--- src/rtl/spi_loader_pkg.sv ---
// ---------------------------------------------------------------------------
// spi_loader_pkg : shared commands, AHB encodings and FSM states for spi_loader
// Rev 1.0
// ---------------------------------------------------------------------------
`default_nettype none

package spi_loader_pkg;

  localparam logic [7:0] CMD_WRITE     = 8'h02;
  localparam logic [7:0] CMD_DONE      = 8'h0F;

  localparam logic [1:0] HTRANS_IDLE   = 2'b00;
  localparam logic [1:0] HTRANS_NONSEQ = 2'b10;
  localparam logic [2:0] HSIZE_WORD    = 3'b010;
  localparam logic [2:0] HBURST_SINGLE = 3'b000;
  localparam logic [3:0] HPROT_DATA    = 4'b0011;

  typedef enum logic [2:0] {
    RX_IDLE  = 3'd0,
    RX_CMD   = 3'd1,
    RX_ADDR  = 3'd2,
    RX_DATA  = 3'd3,
    RX_DRAIN = 3'd4
  } rx_state_e;

  typedef enum logic [1:0] {
    B_IDLE = 2'd0,
    B_ADDR = 2'd1,
    B_DATA = 2'd2
  } bus_state_e;

endpackage

`default_nettype wire

--- src/rtl/spi_sync_edge.sv ---
// ---------------------------------------------------------------------------
// spi_sync_edge : multi-flop synchronizer with rise/fall detect on synced level
// Rev 1.0
// ---------------------------------------------------------------------------
`default_nettype none

module spi_sync_edge
  import spi_loader_pkg::*;
#(
  parameter int unsigned SYNC_STAGES = 2
) (
  input  logic clk,
  input  logic reset,
  input  logic din,
  output logic rise,
  output logic fall
);

  logic [SYNC_STAGES-1:0] r_sync;
  logic                   r_prev;
  logic                   w_level;

  always_ff @(posedge clk or posedge reset) begin
    if (reset) begin
      r_sync <= '0;
      r_prev <= 1'b0;
    end else begin
      r_sync <= {r_sync[SYNC_STAGES-2:0], din};
      r_prev <= r_sync[SYNC_STAGES-1];
    end
  end

  assign w_level = r_sync[SYNC_STAGES-1];
  assign rise    = w_level & ~r_prev;
  assign fall    = ~w_level & r_prev;

endmodule

`default_nettype wire

--- src/rtl/spi_loader.sv ---
// ---------------------------------------------------------------------------
// spi_loader : SPI mode-0 slave turning write frames into AHB-lite word writes
// Rev 1.0
// ---------------------------------------------------------------------------
`default_nettype none

module spi_loader
  import spi_loader_pkg::*;
#(
  parameter int unsigned SYNC_STAGES = 2,
  parameter logic [7:0]  CMD_WRITE   = spi_loader_pkg::CMD_WRITE,
  parameter logic [7:0]  CMD_DONE    = spi_loader_pkg::CMD_DONE
) (
  input  logic        clk,
  input  logic        reset,
  input  logic        sck,
  input  logic        mosi,
  input  logic        cs_n,
  output logic        miso,
  output logic [31:0] spi_haddr,
  output logic [31:0] spi_hwdata,
  output logic        spi_hwrite,
  output logic [1:0]  spi_htrans,
  output logic [2:0]  spi_hsize,
  output logic [2:0]  spi_hburst,
  output logic [3:0]  spi_hprot,
  output logic        spi_hmastlock,
  input  logic        spi_hready,
  input  logic        spi_hresp,
  output logic        spi_change,
  output logic        busy
);

  logic                   w_sck_rise;
  logic                   w_sck_fall;
  logic [SYNC_STAGES-1:0] r_mosi_sync;
  logic [SYNC_STAGES-1:0] r_csn_sync;
  logic                   w_mosi;
  logic                   w_csn;

  rx_state_e   r_rx_state;
  bus_state_e  r_bus_state;
  logic [4:0]  r_bit_cnt;
  logic        r_bit;
  logic [31:0] r_addr_sr;
  logic [31:0] r_data_sr;
  logic [7:0]  r_tx_sr;
  logic        r_post;
  logic        r_change;
  logic        r_overrun;
  logic        r_err;

  logic [31:0] r_haddr;
  logic [31:0] r_hwdata;
  logic [31:0] r_wdata;
  logic        r_hwrite;
  logic [1:0]  r_htrans;
  logic        r_busy;

  logic [31:0] w_shift_data;
  logic [7:0]  w_cmd;
  logic        w_bus_free;
  logic        w_err_set;

  spi_sync_edge #(
    .SYNC_STAGES (SYNC_STAGES)
  ) u_sck_sync (
    .clk   (clk),
    .reset (reset),
    .din   (sck),
    .rise  (w_sck_rise),
    .fall  (w_sck_fall)
  );

  // cs_n resets to the deasserted level so reset release never looks like a frame start
  always_ff @(posedge clk or posedge reset) begin
    if (reset) begin
      r_mosi_sync <= '0;
      r_csn_sync  <= '1;
    end else begin
      r_mosi_sync <= {r_mosi_sync[SYNC_STAGES-2:0], mosi};
      r_csn_sync  <= {r_csn_sync[SYNC_STAGES-2:0], cs_n};
    end
  end

  assign w_mosi       = r_mosi_sync[SYNC_STAGES-1];
  assign w_csn        = r_csn_sync[SYNC_STAGES-1];
  assign w_shift_data = {r_data_sr[30:0], r_bit};
  assign w_cmd        = w_shift_data[7:0];
  assign w_bus_free   = (r_bus_state == B_IDLE) && !r_post;
  assign w_err_set    = (r_bus_state == B_DATA) && spi_hready && spi_hresp;

  always_ff @(posedge clk or posedge reset) begin
    if (reset) begin
      r_rx_state <= RX_IDLE;
      r_bit_cnt  <= 5'd0;
      r_bit      <= 1'b0;
      r_addr_sr  <= 32'd0;
      r_data_sr  <= 32'd0;
      r_tx_sr    <= 8'd0;
      r_post     <= 1'b0;
      r_change   <= 1'b0;
      r_overrun  <= 1'b0;
      r_err      <= 1'b0;
    end else begin
      r_post   <= 1'b0;
      r_change <= 1'b0;
      if (w_err_set) r_err <= 1'b1;
      if (w_sck_rise) r_bit <= w_mosi;

      if (w_csn) begin
        r_rx_state <= RX_IDLE;
        r_tx_sr    <= 8'd0;
      end else begin
        case (r_rx_state)
          RX_IDLE: begin
            r_rx_state <= RX_CMD;
            r_bit_cnt  <= 5'd0;
            r_tx_sr    <= {5'b0, r_err, r_overrun, r_busy};
          end
          RX_CMD: if (w_sck_fall) begin
            r_data_sr <= w_shift_data;
            r_tx_sr   <= {r_tx_sr[6:0], 1'b0};
            r_bit_cnt <= r_bit_cnt + 5'd1;
            if (r_bit_cnt == 5'd7) begin
              // status byte has been read out: clear sticky flags, keeping a same-cycle error
              r_bit_cnt <= 5'd0;
              r_tx_sr   <= 8'd0;
              r_overrun <= 1'b0;
              r_err     <= w_err_set;
              if (w_cmd == CMD_WRITE) begin
                r_rx_state <= RX_ADDR;
              end else begin
                r_change   <= (w_cmd == CMD_DONE);
                r_rx_state <= RX_DRAIN;
              end
            end
          end
          RX_ADDR: if (w_sck_fall) begin
            r_addr_sr <= {r_addr_sr[30:0], r_bit};
            r_bit_cnt <= r_bit_cnt + 5'd1;
            if (r_bit_cnt == 5'd31) r_rx_state <= RX_DATA;
          end
          RX_DATA: if (w_sck_fall) begin
            r_data_sr <= w_shift_data;
            r_bit_cnt <= r_bit_cnt + 5'd1;
            if (r_bit_cnt == 5'd31) begin
              if (w_bus_free) r_post    <= 1'b1;
              else            r_overrun <= 1'b1;
              r_rx_state <= RX_DRAIN;
            end
          end
          RX_DRAIN: ;
          default: r_rx_state <= RX_IDLE;
        endcase
      end
    end
  end

  always_ff @(posedge clk or posedge reset) begin
    if (reset) begin
      r_bus_state <= B_IDLE;
      r_haddr     <= 32'd0;
      r_hwdata    <= 32'd0;
      r_wdata     <= 32'd0;
      r_hwrite    <= 1'b0;
      r_htrans    <= HTRANS_IDLE;
      r_busy      <= 1'b0;
    end else begin
      case (r_bus_state)
        B_IDLE: if (r_post) begin
          r_haddr     <= r_addr_sr;
          r_wdata     <= r_data_sr;
          r_hwrite    <= 1'b1;
          r_htrans    <= HTRANS_NONSEQ;
          r_busy      <= 1'b1;
          r_bus_state <= B_ADDR;
        end
        B_ADDR: if (spi_hready) begin
          r_htrans    <= HTRANS_IDLE;
          r_hwrite    <= 1'b0;
          r_hwdata    <= r_wdata;
          r_bus_state <= B_DATA;
        end
        B_DATA: if (spi_hready) begin
          r_busy      <= 1'b0;
          r_bus_state <= B_IDLE;
        end
        default: r_bus_state <= B_IDLE;
      endcase
    end
  end

  assign miso          = r_tx_sr[7];
  assign spi_haddr     = r_haddr;
  assign spi_hwdata    = r_hwdata;
  assign spi_hwrite    = r_hwrite;
  assign spi_htrans    = r_htrans;
  assign spi_hsize     = HSIZE_WORD;
  assign spi_hburst    = HBURST_SINGLE;
  assign spi_hprot     = HPROT_DATA;
  assign spi_hmastlock = 1'b0;
  assign spi_change    = r_change;
  assign busy          = r_busy;

endmodule

`default_nettype wire

--- config.mk ---
export PLATFORM = sky130hd
export DESIGN_NAME = spi_loader
export DESIGN_NICKNAME = d
export VERILOG_FILES = /design/src/rtl/spi_loader_pkg.sv /design/src/rtl/spi_sync_edge.sv /design/src/rtl/spi_loader.sv
export SDC_FILE = /design/constraint.sdc
export NUM_CORES = 1
export LEC_CHECK = 0
export ABC_CLOCK_PERIOD_IN_PS = 8900
export CAP_MARGIN = 10
export CELL_PAD_IN_SITES_DETAIL_PLACEMENT = 1
export CELL_PAD_IN_SITES_GLOBAL_PLACEMENT = 1
export CORE_MARGIN = 5
export CORE_UTILIZATION = 30
export DETAILED_ROUTE_END_ITERATION = 10
export MAX_ROUTING_LAYER = met4
export PLACE_DENSITY = 0.64
export SLEW_MARGIN = 20
export SYNTH_ARGS = -nofsm -noshare
export SYNTH_HDL_FRONTEND = slang
export SYNTH_SLANG_ARGS = --single-unit
--- constraint.sdc ---
create_clock -name clk -period 8.9 [get_ports clk]
set_input_delay 1.78 -clock clk [delete_from_list [all_inputs] [get_ports clk]]
set_output_delay 1.78 -clock clk [all_outputs]
set_load 0.05 [all_outputs]
==> impl_results.md, run 1 <==
- Setup TNS: 0 ns
- H-tree depth: 4
- Finished Core Util: 36.7%
- Post-synth EDFFs: 0
- Hold slack: 0.355 ns
- Worst Reg-to-Reg Cells: 4
- Clk buf depth: 2
- Starting Density: about 30%
- Clock latency at the later pin of the worst-skew pair: 0.43 ns
- Seq. cell area: 0.00481 mm^2
- Crit start category: register
- Fmax: 290 MHz
- Crit path kind: register to output port
- Fin crit share: approximately 39%
- Setup crit end kind: output port
- Port bufs: 75
- Core ar.: ~0.025 mm^2
- DRC: 0
- Maximum vdd drop: approximately 0.000091 V
- GR peak layer: met2
- Clock Pin Slew Worst Setup and Hold Paths: 0.08 ns
- Max-capacitance violation count: 0
- Total gr overflow: 0
- Vias in the first global route: 4648
- Worst r2r dst: r_tx_sr[5]
- Buf+Inv Stages, Crit Path: 1
- Hold Startpoint: r_mosi_sync[0]
- Reg-to-Reg Start: u_sck_sync.r_sync[1]
- Worst EP required: between 7 and 8 ns
- Num CTS Buffers: 17
- Hold Path Stages: 0
- Register area share after synthesis: a little under two thirds
- Routed len/inst: 15.8 um
- Number of setup buffers added after CTS: 0
- Synth Register Bits: 192
- Largest net degree at the start of global routing: 105
- Nets: 566
- Layout cells sized above 1: 36.7%
- Cell Pwr Density: 192 mW/mm^2
- Final Critical Period: around 3.4 ns
- Mapped cell area: 0.00756 mm^2
- R2r setup slk: between 6 and 7 ns
- Final Hold Viols: 0
- Fin Clk Skew: 0.0131 ns
- Post-DRT Antenna Nets: 0
- Area Overhead vs Synth: 21.2%
- Worst-path fanout max: 4
- Finished Layout Cells: 900
- # fillers: about 2600
- Largest delay contributor family on the critical path: buffers and inverters
- Synth unique cells: 45
- Worst hold endpoint: r_mosi_sync[1]
- Routability cong.: between 0.6 and 0.7
- Die Height: roughly 170 um
- Syn Area/Cell: 15.7 um^2
- Cell chain of the critical path: clkdlybuf4s50_1
- Hold Buf Count CTS: 0
- Initial antenna violation count: 0
- RSZ-0062 raised after global routing: no
- Drt pass-1 iters: 4
- CTS tree: done
- Die width: 169 um
- Worst min path class: register to register
- Post-Synthesis Cells: 483
- GR Layer Usage met3: 3.11%
- Global Route met1 Usage: 13.9%
- Leakage: 4.47 nW
- GR Util met2: 17.2%
- First-pass GRT wire length: 24.5 mm
- Max Slew Vio Count: 0
- Post-synth top flop: dfrtp_1
- Std cell rows: 58
- Critical path's slowest cell: clkdlybuf4s50_1
- DP HPWL: approximately 9.4 mm
- Ports: about 90
- Synth async-reset ratio: 100%
- Die ar.: 0.0285 mm^2
- Clock sinks: 192
- Outcome: finished, final reports clean
- Drt initial violations: 234
- CTS Root Cell: clkbuf_16
- Dpl cells: 868
- CP arrival: 1.67 ns
- Vias: 4087
- Slew HR: between 30 and 40%
- Routed WL: 14.3 mm
- Multi-input logic area: 0.00252 mm^2
- Crit path largest cell delay: 0.85 ns
- Resized cells post-CTS: 0
- Total GRT Usage: 11.0%
- Least-Margin Pin Slew: 0.958 ns
- Drt via density: ~4.5
- Synth warn: 0
- N_diodes: 0
- # setup viols final: 0
-- cell usage after synthesis (2+ instances only) --
master    count  share of area (%)
mux2_4       28                5.6
nor2_1        9               0.45
buf_4        13                1.3
nor3_1        2               0.13
o21ai_1       2               0.13
ha_1          2               0.33
o21a_1        2               0.20
nor4_1        2               0.17
a32o_1        2               0.26
a22o_1        6               0.70
dfrtp_1     190                 63
nand2_1      10               0.50
nand3_1       7               0.46
buf_2        17                1.1
inv_1         6               0.30
nor2b_1       2               0.17
dfstp_2       2               0.70
buf_12        3               0.79
a211oi_1      2               0.20
a22oi_1       2               0.20
nor3_2        2               0.26
o21ai_0       7               0.46
conb_1        2              0.099
nand2b_1      4               0.33
mux2_2      132                 20
a21oi_1       8               0.53
-- worst max-delay path by stage --
stage | from | to | slack [ns] | cells after the start
final | busy | busy | 5.45 | 1
after global routing | busy | busy | 5.34 | 1
after CTS | reset | r_post | 5.31 | 3
after detailed placement | reset | spi_haddr[1] | 4.83 | 3
after global placement | reset | spi_haddr[8] | 4.93 | 3
after floorplan | reset | busy | 1.90 | 1
-- final cells by class --
type	count	share of cell area (%)
clock buffers	17	4.64
clock inverters	15	1.98
inverters	7	0.369
multi-input cells	260	27.5
flip-flops and latches	192	52.4
well taps	330	4.50
repair buffers	79	8.56
-- state kept, by name, indices dropped and copies added, names as in the netlist --
signal,cells
r_addr_sr,32
r_data_sr,32
r_wdata,32
spi_haddr,32
spi_hwdata,32
r_tx_sr,8
r_bit_cnt,5
r_rx_state,3
r_bus_state,2
r_csn_sync,2
r_mosi_sync,2
u_sck_sync.r_sync,2
busy,1
r_bit,1
r_err,1
r_overrun,1
r_post,1
spi_change,1
spi_htrans,1
u_sck_sync.r_prev,1
-- report_power, final --
part | internal [W] | total (W) | switching (W)
Clock | 0.000384 | 0.000766 | 0.000382
Combinational | 0.0000265 | 0.0000803 | 0.0000538
Sequential | 0.000891 | 0.000912 | 0.0000210
Total | 0.00130 | 0.00176 | 0.000457
-- metrics by stage --
step | power [W] | worst slack, ns | cell area [um^2]
2_1_floorplan | 0.000992 | 1.90 | 7600
3_3_place_gp | 0.00101 | 4.93 | 8550
3_5_place_dp | 0.00101 | 4.83 | 8550
4_1_cts | 0.00179 | 5.31 | 9160
5_1_grt | 0.00184 | 5.34 | 9170
6_report | 0.00176 | 5.45 | 9170
-- layer usage --
metal,vias to the layer above,share of wire [%]
met5,-,0
met4,0,1.1
met3,11,4.1
met2,74,50
met1,2155,45
li1,1847,-
-- cells by family (layout without fill, tap and decap cells) --
group / count (synthesis) / after routing / share of synthesized area [%]
other: 2 / 12 / 0.0993
AO/OA/AOI/OAI: 37 / 37 / 3.39
adder cells (fa/ha/maj): 2 / 2 / 0.331
flip-flops: 192 / 192 / 63.6
buffers and inverters: 41 / 118 / 3.71
AND/OR/NAND/NOR: 48 / 48 / 3.52
multiplexers: 161 / 161 / 25.4
-- placed cells by master (no fill, tap or decap), drive strengths merged, types with 7 or more instances in the layout --
| cell | n |
|---|---|
| a21oi | 8 |
| clkbuf | 17 |
| clkdlybuf4s50 | 75 |
| clkinv | 7 |
| conb | 12 |
| dfrtp | 190 |
| inv | 15 |
| mux2 | 161 |
| nand2 | 10 |
| nand3 | 8 |
| nor2 | 10 |
| o21ai | 9 |
Note: power is estimated with default switching activity, not from simulation.
==> run 2: changes to the inputs <==
--- a/config.mk
+++ b/config.mk
@@ -5,7 +5,7 @@
 export SDC_FILE = /design/constraint.sdc
 export NUM_CORES = 1
 export LEC_CHECK = 0
-export ABC_CLOCK_PERIOD_IN_PS = 8900
+export ABC_CLOCK_PERIOD_IN_PS = 3400
 export CAP_MARGIN = 10
 export CELL_PAD_IN_SITES_DETAIL_PLACEMENT = 1
 export CELL_PAD_IN_SITES_GLOBAL_PLACEMENT = 1
==> constraint.sdc (replaced) <==
create_clock -name clk -period 3.4 [get_ports clk]
set_input_delay 0.68 -clock clk [delete_from_list [all_inputs] [get_ports clk]]
set_output_delay 0.68 -clock clk [all_outputs]
set_load 0.05 [all_outputs]
==> run 2 against run 1 <==
Net effect: combinational power grew to 2.6 times the previous value; cell area grew 0.35%; register-to-register slack lost 4.8 ns; flip-flop and latch count is the same; wire length shrank 3.3%; via count shrank 1.2%; non-clock buffer count grew 3; first-iteration DRC count shrank 29%; largest power group unchanged; clock-buffer cell count is the same; hold slack gained 0.0024 ns; worst setup slack lost 4.4 ns; largest cell class unchanged.
==> impl_results.md, run 2 (synthesis results as in run 1) <==
- DP HPWL: 9.10 mm (-3.3%)
- Commonest cells after routing, fill and taps aside: 190 x dfrtp_1, 132 x mux2_2, 75 x clkdlybuf4s50_1, 28 x mux2_4, 17 x clkbuf_16
- Fin crit share: 69.7%
- Total gr overflow: 0 (unchanged)
- Nets: 569 (+0.53%)
- Crit start category: register
- Worst r2r dst: r_tx_sr[6]
- Clk buf depth: 2 (unchanged)
- Std cell rows: 58 (unchanged)
- Routed len/inst: 15.3 um (-3.7%)
- Die Height: 169 um (unchanged)
- Crit path largest cell delay: 0.85 ns (about the same)
- Routability cong.: 0.748 (+7.3%)
- CTS tree: done
- Largest net degree at the start of global routing: 121 (+15%)
- Max-capacitance violation count: 0 (unchanged)
- Critical Path Source: busy
- DRC: 0 (unchanged)
- Slew HR: 40.9% (+4.9 points)
- Clock Pin Slew Worst Setup and Hold Paths: 0.07 ns (about the same)
- N_diodes: 0 (unchanged)
- Layout cells sized above 1: 37.0% (+0.33 points)
- Final Critical Period: 2.37 ns
- Fmax: 422 MHz
- H-tree depth: 4 (unchanged)
- Seq. cell area: 0.00481 mm^2 (unchanged)
- Drt via density: 4.47 (-1.5%)
- Leakage: 4.47 nW (+0.11%)
- Ports: 88 (unchanged)
- Resized cells post-CTS: 0 (unchanged)
- Area Overhead vs Synth: 21.7%
- CP arrival: 1.69 ns (+0.02 ns)
- Critical path's slowest cell: clkdlybuf4s50_1
- Die ar.: 0.0285 mm^2 (unchanged)
- Worst-path fanout max: 4 (unchanged)
- Setup TNS: 0 ns (unchanged)
- CTS Root Cell: clkbuf_16
- Worst min path class: register to register
- Clock latency at the later pin of the worst-skew pair: 0.43 ns (about the same)
- Drt initial violations: 165 (-29%)
- Largest delay contributor family on the critical path: buffers and inverters
- RSZ-0062 raised after global routing: no
- Post-DRT Antenna Nets: 0 (unchanged)
- Final setup margin: 1.03 ns (-4.42 ns)
- Number of setup buffers added after CTS: 0 (unchanged)
- Cell chain of the critical path: clkdlybuf4s50_1
- Vias in the first global route: 4495 (-3.3%)
- Most common cell after layout, fill and taps aside: dfrtp_1
- Least-Margin Pin Slew: 0.886 ns (-0.0721 ns)
- Multi-input logic area: 0.00252 mm^2 (-0.15%)
- Outcome: finished, final reports clean
- Num CTS Buffers: 17 (unchanged)
- Max Slew Vio Count: 0 (unchanged)
- Die width: 169 um (unchanged)
- Clock sinks: 192 (unchanged)
- Reg-to-Reg Start: u_sck_sync.r_sync[1]
- Critical path endpoint: busy
- Dpl ws: 0.899 ns (-3.93 ns)
- Setup crit end kind: output port
- Starting Density: 30.3% (unchanged)
- # fillers: 2606 (+0.46%)
- Maximum vdd drop: 0.000291 V (+220%)
- Routed WL: 13.8 mm (-3.3%)
- Initial antenna violation count: 0 (unchanged)
- Worst Reg-to-Reg Cells: 5 (+1)
- Critical path depth: 1 (unchanged)
- Worst EP required: 2.72 ns (-4.40 ns)
- First-pass GRT wire length: 23.4 mm (-4.8%)
- Core ar.: 0.0250 mm^2 (unchanged)
- Port bufs: 75 (unchanged)
- Hold Buf Count CTS: 0 (unchanged)
- Fin Clk Skew: 0.0126 ns (-0.000470 ns)
- Total GRT Usage: 10.4% (-0.61 points)
- Drt pass-1 iters: 4 (unchanged)
- Final Hold Viols: 0 (unchanged)
- R2r setup slk: 1.41 ns (-4.75 ns)
- Buf+Inv Stages, Crit Path: 1 (unchanged)
- Vias: 4038 (-1.2%)
- Crit path kind: register to output port
- # setup viols final: 0 (unchanged)
- Cell Pwr Density: 504 mW/mm^2 (+160%)
## run 2: layout make-up
class | count | area share (%)
clock buffer | 17 | 4.62
clock inverter | 15 | 2.07
inverter | 7 | 0.326
multi-input combinational | 260 | 27.4
sequential | 192 | 52.3
tap | 330 | 4.49
timing repair buffer | 82 | 8.87
## run 2: layer usage
| metal | global-route usage (%) | wire, um | vias up |
|---|---|---|---|
| met2 | 16.3 | 6720 | 74 |
| li1 | - | - | 1840 |
| met4 | 3.60 | 165 | 0 |
| met5 | - | 0 | - |
| met1 | 13.0 | 6340 | 2113 |
| met3 | 2.92 | 558 | 11 |
## run 2: power by group
group          switching, W  total [W]  internal [W]  leakage [nW]
Sequential        0.0000516    0.00238       0.00233          2.64
Combinational      0.000138   0.000210     0.0000712          1.54
Clock              0.000977    0.00204       0.00106         0.292
## run 2: how the worst min path moves through the flow
stage,to,depth (start not counted),start,slack (ns)
floorplan,r_mosi_sync[1],0,r_mosi_sync[0],0.33
global placement,u_sck_sync.r_sync[1],0,u_sck_sync.r_sync[0],0.34
detailed placement,u_sck_sync.r_sync[1],0,u_sck_sync.r_sync[0],0.34
CTS,u_sck_sync.r_sync[1],0,u_sck_sync.r_sync[0],0.36
global route,r_csn_sync[1],0,r_csn_sync[0],0.37
finish,u_sck_sync.r_sync[1],0,u_sck_sync.r_sync[0],0.36
## run 2: per-stage QoR
step                      util (%)  hold WS (ns)  power (W)  cells  instance area (um^2)
after floorplan                  -         0.331    0.00260    493                  7600
after global placement        34.4         0.339    0.00263    871                  8580
after detailed placement      34.4         0.341    0.00265    871                  8580
after CTS                     36.8         0.358    0.00472    903                  9200
after global routing          36.8         0.365    0.00485    903                  9200
final                         36.8         0.358    0.00463    903                  9200
